--- src/rtl/logic_ops_pkg.sv ---
// logic_ops_pkg: opcode and slot-state encodings shared by the gate datapath and its arbiter
package logic_ops_pkg;
  localparam logic [2:0] OP_AND   = 3'd0;
  localparam logic [2:0] OP_OR    = 3'd1;
  localparam logic [2:0] OP_XOR   = 3'd2;
  localparam logic [2:0] OP_NAND  = 3'd3;
  localparam logic [2:0] OP_NOR   = 3'd4;
  localparam logic [2:0] OP_XNOR  = 3'd5;
  localparam logic [2:0] OP_NOT_A = 3'd6;
  localparam logic [2:0] OP_NOT_B = 3'd7;
  localparam logic [0:0] S_EMPTY  = 1'b0;
  localparam logic [0:0] S_FULL   = 1'b1;
endpackage

--- src/rtl/logic_unit.sv ---
// logic_unit: combinational bitwise gate datapath; ports a, b, op in, y out
module logic_unit
  import logic_ops_pkg::*;
#(
  parameter int WIDTH = 8
) (
  input  logic [WIDTH-1:0] a,
  input  logic [WIDTH-1:0] b,
  input  logic [2:0]       op,
  output logic [WIDTH-1:0] y
);
  always_comb begin
    y = '0;
    case (op)
      OP_AND:   y = a & b;
      OP_OR:    y = a | b;
      OP_XOR:   y = a ^ b;
      OP_NAND:  y = ~(a & b);
      OP_NOR:   y = ~(a | b);
      OP_XNOR:  y = ~(a ^ b);
      OP_NOT_A: y = ~a;
      default:  y = ~b;
    endcase
  end
endmodule

--- src/rtl/logic_op_arbiter.sv ---
// logic_op_arbiter: round-robin share of one logic_unit; ports clk/rst, req_* handshake in, rsp_* slot out, busy
module logic_op_arbiter
  import logic_ops_pkg::*;
#(
  parameter int N_REQ = 4,
  parameter int WIDTH = 8,
  parameter int ID_W  = 2
) (
  input  logic                   clk,
  input  logic                   rst,
  input  logic [N_REQ-1:0]       req_valid,
  output logic [N_REQ-1:0]       req_ready,
  input  logic [N_REQ*WIDTH-1:0] req_a,
  input  logic [N_REQ*WIDTH-1:0] req_b,
  input  logic [N_REQ*3-1:0]     req_op,
  output logic                   rsp_valid,
  input  logic                   rsp_ready,
  output logic [WIDTH-1:0]       rsp_data,
  output logic [ID_W-1:0]        rsp_id,
  output logic                   busy
);
  logic [0:0]      state;
  logic [ID_W-1:0] rr_ptr;
  logic [ID_W-1:0] grant;
  logic [WIDTH-1:0] y;
  logic            can_accept;
  logic            xfer;
  assign rsp_valid  = (state == S_FULL);
  assign can_accept = (state == S_EMPTY) | (rsp_valid & rsp_ready);
  // Scan from the farthest offset down so the first valid at or after rr_ptr wins.
  always_comb begin
    grant = '0;
    for (int k = N_REQ - 1; k >= 0; k--)
      if (req_valid[(int'(rr_ptr) + k) % N_REQ]) grant = ID_W'((int'(rr_ptr) + k) % N_REQ);
  end
  assign req_ready = (!rst && can_accept && |req_valid) ? N_REQ'(1) << grant : '0;
  assign xfer      = |(req_valid & req_ready);
  assign busy      = |req_valid | rsp_valid;
  logic_unit #(.WIDTH(WIDTH)) u_lu (
    .a  (req_a[int'(grant)*WIDTH +: WIDTH]),
    .b  (req_b[int'(grant)*WIDTH +: WIDTH]),
    .op (req_op[int'(grant)*3 +: 3]),
    .y  (y)
  );
  always_ff @(posedge clk or posedge rst) begin
    if (rst) begin
      state    <= S_EMPTY;
      rr_ptr   <= '0;
      rsp_data <= '0;
      rsp_id   <= '0;
    end else if (xfer) begin
      state    <= S_FULL;
      rsp_data <= y;
      rsp_id   <= grant;
      rr_ptr   <= (int'(grant) == N_REQ - 1) ? '0 : grant + 1'b1;
    end else if (rsp_valid && rsp_ready) begin
      state <= S_EMPTY;
    end
  end
endmodule

--- config.mk ---
export PLATFORM = sky130hd
export DESIGN_NAME = logic_op_arbiter
export DESIGN_NICKNAME = d
export VERILOG_FILES = /design/src/rtl/logic_ops_pkg.sv /design/src/rtl/logic_unit.sv /design/src/rtl/logic_op_arbiter.sv
export SDC_FILE = /design/constraint.sdc
export NUM_CORES = 1
export LEC_CHECK = 0
export ABC_CLOCK_PERIOD_IN_PS = 2940
export CORE_UTILIZATION = 37
export CTS_CLUSTER_SIZE = 16
export DETAILED_ROUTE_END_ITERATION = 16
export GPL_TIMING_DRIVEN = 0
export PLACE_DENSITY = 0.74
export SYNTH_ARGS = -nofsm -noshare
export SYNTH_HDL_FRONTEND = slang
export SYNTH_SLANG_ARGS = --single-unit
--- constraint.sdc ---
create_clock -name clk -period 2.94 [get_ports clk]
set_input_delay 0.441 -clock clk [delete_from_list [all_inputs] [get_ports clk]]
set_output_delay 0.441 -clock clk [all_outputs]
set_load 0.05 [all_outputs]
==> results of run 1 <==
## metrics by stage
step | util | worst slack [ps]
after global placement | 0.583 | -1080
after detailed placement | 0.583 | -1080
after global routing | 0.612 | -38.7
after floorplan | - | -76.4
after CTS | 0.606 | 8.61
final | 0.612 | 32.7
## timing repair
item | CTS | global route
pin swaps | 3 | 2
setup buffers | 4 | 2
gates cloned | 0 | 0
endpoints found under the setup margin | 17 | 13
gates resized for setup | 31 | 11
## cell families after synthesis
group                    after synthesis
AO/OA/AOI/OAI                         51
adder cells (fa/ha/maj)               20
buffers and inverters                 39
flip-flops                            13
multiplexers                          69
AND/OR/NAND/NOR                       69
## flip-flops by register name, indices dropped and copies added (netlist names)
register	count
rsp_id	2
rsp_data	8
rsp_valid	1
rr_ptr	2
## final timing paths
kind	startpoint	to	slack [ps]	depth (start not counted)
max in group asynchronous	rst	rr_ptr[1]$_DFFE_PP0P_	1990	2
max reg2reg	rr_ptr[1]$_DFFE_PP0P_	rsp_data[0]$_DFFE_PP0P_	50	13
max	req_valid[1]	rsp_data[0]$_DFFE_PP0P_	30	15
min	rsp_id[0]$_DFFE_PP0P_	rsp_id[0]$_DFFE_PP0P_	500	2
min reg2reg	rsp_id[0]$_DFFE_PP0P_	rsp_id[0]$_DFFE_PP0P_	500	2
min in group asynchronous	rst	rsp_valid$_DFFE_PP0P_	560	2
## final cells by class
type,count,share of cell area
Buffer,15,0.0372
Clock buffer,4,0.0131
Inverter,23,0.0259
Multi-Input combinational cell,209,0.505
Sequential cell,13,0.0951
Tap cell,72,0.0262
Timing Repair Buffer,104,0.298
## critical path, stage by stage
cell	delay, ps
clkdlybuf4s15_2	210
inv_1	80
o211a_1	230
nor3_4	190
inv_4	70
buf_12	150
buf_8	150
mux2i_2	150
mux2i_2	200
inv_2	80
ha_4	250
nor4bb_1	130
or4_1	510
o22ai_2	110
o22ai_1	90
## Yosys cell counts (4+ instances only)
| cell | count |
|---|---|
| inv_1 | 22 |
| a21oi_1 | 6 |
| a31oi_1 | 7 |
| buf_2 | 4 |
| nor4_1 | 7 |
| mux2_2 | 13 |
| nor3_1 | 14 |
| dfrtp_1 | 13 |
| o21ai_0 | 8 |
| o22ai_1 | 8 |
| clkbuf_1 | 8 |
| nor2_1 | 7 |
| a221o_1 | 5 |
| and2_1 | 5 |
| ha_1 | 20 |
| mux2i_1 | 53 |
| nand2_1 | 25 |
## report_power, final
group          internal, µW  switching (µW)
sequential              266            52.7
clock                  96.3            78.0
combinational          1040            1350
## placed cells by master, fill, tap and decap left out, types with 8 or more instances in the layout
cell and n:
buf_4 8, ha_1 19, mux2i_1 51, clkdlybuf4s50_1 90, nand2_1 24, dfrtp_1 12, nor3_1 14, inv_1 21
mux2_2 13
## layer usage
layer	GRT usage	wire length, µm	up-vias
met2	0.406	3430	109
met1	0.303	3040	1151
met3	0.0322	506	12
met4	0.0745	100	0
met5	0	0	-
li1	-	-	1184
==> run summary, run 1 <==
The total count of hold-check failures in the final report came out at 0. The cell area after layout is roughly 3400 µm². By area the synthesized netlist is led by mux2i_1, dfrtp_1, ha_1, mux2_2, nand2_1. The number of antenna repair diodes came out at 0. The core region is around 5600 µm². Setup repair after global routing could not meet its margin everywhere. The final RePlAce weighted congestion is approximately 0.9. Buffers placed on the I/O ports in this run total between 90 and 100.

The CTS sink count is 13. Summed over all layers, the global routing overflow is 0. The area growth from synthesis to layout is 56.2%. The effective utilization at floorplan came out at 0.392. The combined area of the multi-input logic cells is between 1500 and 2000 µm². CTS built an H-tree with a depth of 1. The worst setup path is of the input pin to flop kind.

Summing all flip-flop and latch instances after layout gives approximately 330 µm². For this design the ratio of total power to cell area is between 800 and 900 nW/µm². The number of core rows is 27. For this run, the leading register cell type out of synthesis is dfrtp_1. The part of the Yosys area used for sequential elements came out at 0.148. The remaining max-slew budget at the tightest pin is 0.577.

The setup violation total in the final timing report came out at 0. The sum of negative setup slack is 0 ps. In the global route stage, overall resource usage came out at 0.236. Dividing the final minimum period by the clock period gives 0.989. The net count after synthesis is around 360. The setup clock skew after layout came out at slightly above 2 ps. The count of hold buffers inserted by post-cts repair is 0.

The number of filler instances in the final layout came out at between 500 and 600. The slew at the pin with the worst max-slew slack came out at between 600 and 700 ps. By area, the combinational part of the netlist is dominated by multiplexers. The y dimension of the die is 79.1 µm. The fraction of layout instances using a drive strength above 1 is 0.152. The largest driver fanout on the critical path is 10. On the final layout, the worst hold slack is between 400 and 500 ps. The CTS clock-pin slew for the worst setup and hold paths came out at 60 ps. Of the total synthesized cell area, the portion taken by AND, OR, NAND and NOR gates is 0.162. In this run the worst hold path is classified as flop to flop. The number of vias per cell is between 5 and 6. The number of slew-limit violations in the final report is 0. Entering global routing, the biggest net connects 14 pins. The root buffer cell chosen for the clock tree is clkbuf_8. The cell area that synthesis handed to floorplanning was approximately 2200 µm². The share of synthesized area in the top cell type comes to 0.241. The number of buffers added by the clock tree synthesis step is 3. The total of warnings raised by yosys is 0. The final layout contains 472 nets.

The count of distinct cell types in the synthesized netlist is 42. In this run the static leakage power is approximately 0.0015 µW. The length of the first detailed-routing pass in iterations came out at 4.

The detailed router finished its first iteration with slightly above 70 violations. The global-route wire length before repair is between 10 and 15 mm. The number of placed instances, taps included, is roughly 430. STA classifies the critical path startpoint as an input pin.

In this run, synthesis inferred 0 flip-flops with an integrated enable. TritonCTS built the clock tree. The share of synthesized area spent on multiplexers came out at 0.328. After technology mapping, the gate count stands at roughly 260. The maximum operating frequency is between 0.3 and 0.4 GHz. Summed over all layers, the routed wires come to 7.08 mm. The compound-gate portion of the synthesized area is 0.168. The number of max-cap violations is 0.

The number of cells in the finished layout apart from fillers came out at 440. After detailed placement, the total cell area comes to ~3300 µm². The overall via count from detail_route is 2,456. The number of global-route vias before repair came out at 2,461. The synthesized design contains 13 register bits.

The buffer levels on the longest clock path is 2. Summed over all nets, the half-perimeter wirelength after detailed placement is approximately 5.4 mm. The maximum ir drop on the vdd rail came out at ~0.00036 V. The post-route minimum period is between 2000 and 3000 ps. For the worst setup path, the data required time is just over 3000 ps. A synthesized cell averages between 8 and 9 µm².

The post-detailed-route DRC marker count came out at 0. The adder-cell share of the synthesized area is 0.114. The kind of capture point of the worst setup path is a flop.

The arrival time at the worst endpoint is 3040 ps. Dividing the detail-routed wire length by the instance count gives around 16 µm. The number of antenna violations at the first check in global routing was 0. The count of antenna-violating nets left after detailed routing came out at 0. The flow ran to the end, and the final reports show no timing, DRC or antenna violations. The overall power came out at between 2000 and 3000 µW. The count of boundary I/O pins is 99.

Of the total synthesized cell area, the portion taken by XOR and XNOR cells is 0. The chip width is between 70 and 80 µm. Of all cell types, the one taking the most synthesized area is mux2i_1. Counting flops with an async set or reset pin after synthesis yields a share of 1.00. The floorplan step defined a die boundary enclosing ~6300 µm². The clock latency on the worst-skew pair is around 250 ps.
Note: power is estimated with default switching activity, not from simulation.
==> inputs of run 2 (changes only) <==
--- a/config.mk
+++ b/config.mk
@@ -10,6 +10,7 @@
 export CTS_CLUSTER_SIZE = 16
 export DETAILED_ROUTE_END_ITERATION = 16
 export GPL_TIMING_DRIVEN = 0
+export MAX_ROUTING_LAYER = met4
 export PLACE_DENSITY = 0.74
 export SYNTH_ARGS = -nofsm -noshare
 export SYNTH_HDL_FRONTEND = slang
==> run summary, run 2 (synthesized netlist as in run 1, its figures left out) <==
The flow ran to the end, and the final reports show no timing, DRC or antenna violations. The number of max-cap violations came out at 0 (unchanged). The maximum ir drop on the vdd rail is 0.000359 V (-0.19%). The flip-flop and latch area came out at 327 µm² (unchanged).

The post-route minimum period is 2910 ps (-1.04 ps). The type of the worst setup path is input pin to flop. The number of slew-limit violations in the final report came out at 0 (unchanged). The total count of hold-check failures in the final report came out at 0 (unchanged). The number of buffers added by the clock tree synthesis step came to 3 (unchanged). The overall via count from detail_route is 2,472 (+0.65%). TritonCTS built the clock tree. The chip width is 79.1 µm (unchanged). The number of antenna violations at the first check in global routing came out at 0 (unchanged).

The remaining max-slew budget at the tightest pin came out at 0.578 (+0.000924). The largest net degree at the start of global routing came to 14 (unchanged). The number of flip-flops in the largest register is 8 (unchanged).

The critical hold path startpoint is rsp_id[0]$_DFFE_PP0P_. The effective utilization at floorplan is 0.392 (unchanged). The setup clock skew after layout is 1.98 ps (-0.0506 ps). The global-route wire length before repair is 11.7 mm (unchanged). The largest registers in the layout are rsp_data: 8 flops, rr_ptr: 2 flops, rsp_id: 2 flops.

The number of global-route vias before repair came out at 2,463 (+0.081%). The arrival time at the worst endpoint is 3040 ps (about the same). The number of design-rule violations left by the first detailed-router iteration is 103 (+43%). The worst register-to-register path begins at rr_ptr[1]$_DFFE_PP0P_. The placeable core region came out at 5610 µm² (unchanged).

The slew at the pin with the worst max-slew slack came out at 628 ps (-1.37 ps). The number of filler instances in the final layout is 534 (unchanged). The worst hold path belongs to the class flop to flop. The number of I/O port buffers was 98 (unchanged). The worst setup path is launched from an input pin.

The area enclosed by the die boundary came out at 6250 µm² (unchanged). The largest driver fanout on the critical path was 10 (unchanged). The leakage power total is 0.00153 µW (unchanged). The CTS sink count came out at 13 (unchanged). The final HPWL from detailed placement came out at 5.42 mm (unchanged).

STA classifies the critical path endpoint as a flop. The count of hold buffers inserted by post-cts repair came to 0 (unchanged). The total length of routed wires was 7.07 mm (about the same). The sum of negative setup slack is 0 ps (unchanged).

The combined area of the multi-input logic cells came out at 1730 µm² (unchanged). The clock latency on the worst-skew pair is 250 ps (about the same). The fraction of layout instances using a drive strength above 1 was 0.152 (unchanged).

The placed cell count was 431 (unchanged). The area added between synthesis and finish is 56.2% (unchanged). Clock tree synthesis selected as its root buffer the cell clkbuf_8.

The number of antenna repair diodes is 0 (unchanged). The number of core rows is 27 (unchanged). The power density over the cells came out at 838 nW/µm² (about the same). The post-detailed-route DRC marker count is 0 (unchanged). The wire length per cell was 16.1 µm (about the same).

The overall overflow remaining after global route came out at 0 (unchanged). The most critical setup path has its startpoint at req_valid[1]. The number of levels the H-tree was split into is 1 (unchanged).

The maximum operating frequency came out at 0.344 GHz (about the same). Leaving out fill and tap cells, the most frequent cells in the layout are clkdlybuf4s50_1, mux2i_1, nand2_1. The post-layout utilization of the core came to 0.612 (unchanged). The share of the clock period used by the worst path after layout was 0.989 (about the same). The final RePlAce weighted congestion came out at 0.904 (+1.7%). The required time at the endpoint of the critical path was 3070 ps (about the same).

The CTS clock-pin slew for the worst setup and hold paths came out at 60 ps (about the same). The register bank with the most flops is rsp_data. The number of nets in the final layout came out at 472 (unchanged).

Leaving out fill and tap cells, the most frequent cell in the layout is clkdlybuf4s50_1. The y dimension of the die is 79.1 µm (unchanged). The number of vias per cell is 5.62 (+0.65%). The count of antenna-violating nets left after detailed routing is 0 (unchanged). The count of boundary I/O pins was 99 (unchanged).

The number of cells in the finished layout apart from fillers is 440 (unchanged). The setup violation total in the final timing report came out at 0 (unchanged). The buffer levels on the longest clock path came out at 2 (unchanged). The length of the first detailed-routing pass in iterations came out at 4 (unchanged). The overall routing resource usage came to 0.244 (+0.00724). Setup repair after global routing could not meet its margin everywhere.
[run 2: cell counts in the layout (fill, tap and decap cells not counted)]
No cell type changed its count.
[run 2: final cells by class]
| cell class | instances | share of cell area |
|---|---|---|
| Multi-Input combinational cell | 209 | 0.505 |
| Timing Repair Buffer | 104 | 0.298 |
| Sequential cell | 13 | 0.0951 |
| Buffer | 15 | 0.0372 |
| Tap cell | 72 | 0.0262 |
| Inverter | 23 | 0.0259 |
| Clock buffer | 4 | 0.0131 |
[run 2: per-layer routing]
metal | up-vias | routed length (µm) | GRT usage
met2 | 117 | 3440 | 0.405
li1 | 1186 | - | -
met4 | 0 | 76 | 0.0745
met3 | 10 | 538 | 0.0322
met5 | - | 0 | -
met1 | 1159 | 3020 | 0.306
[run 2: report_power, final]
part	total [µW]	switching, µW	leakage, µW	internal [µW]
clock	175	78.4	0.0000228	96.3
combinational	2380	1350	0.00136	1040
sequential	320	53.7	0.000149	266
total	2880	1480	0.00153	1400
[run 2: worst max-delay path: stages]
cell             delay (ps)
clkdlybuf4s15_2         210
inv_1                    80
o211a_1                 230
nor3_4                  190
inv_4                    70
buf_12                  150
buf_8                   150
mux2i_2                 150
mux2i_2                 200
inv_2                    80
ha_4                    250
nor4bb_1                120
or4_1                   510
o22ai_2                 100
o22ai_1                  90
[run 2: per-stage QoR]
stage	power [µW]	setup WS, ps	hold WS (ps)	area, µm²
after global placement	2500	-1080	465	3270
after detailed placement	2540	-1080	481	3270
after floorplan	1920	-76.4	318	2200
after global routing	3090	-37.1	550	3430
after CTS	2820	8.61	495	3400
final	2880	33.7	498	3430
[run 2: final timing paths]
path                                           end  slack, ps  depth (start not counted)
min in group asynchronous    rsp_valid$_DFFE_PP0P_        560                          2
setup reg to reg           rsp_data[0]$_DFFE_PP0P_         50                         13
max in group asynchronous    rr_ptr[1]$_DFFE_PP0P_       1980                          2
hold / removal               rsp_id[0]$_DFFE_PP0P_        500                          2
hold reg to reg              rsp_id[0]$_DFFE_PP0P_        500                          2
setup / recovery           rsp_data[0]$_DFFE_PP0P_         30                         15
[run 2: timing repair]
| item | 4_1_cts | 5_1_grt |
|---|---|---|
| endpoints found under the setup margin | 17 | 13 |
| pin swaps | 3 | 2 |
| setup buffers | 4 | 2 |
| resized for setup | 31 | 11 |
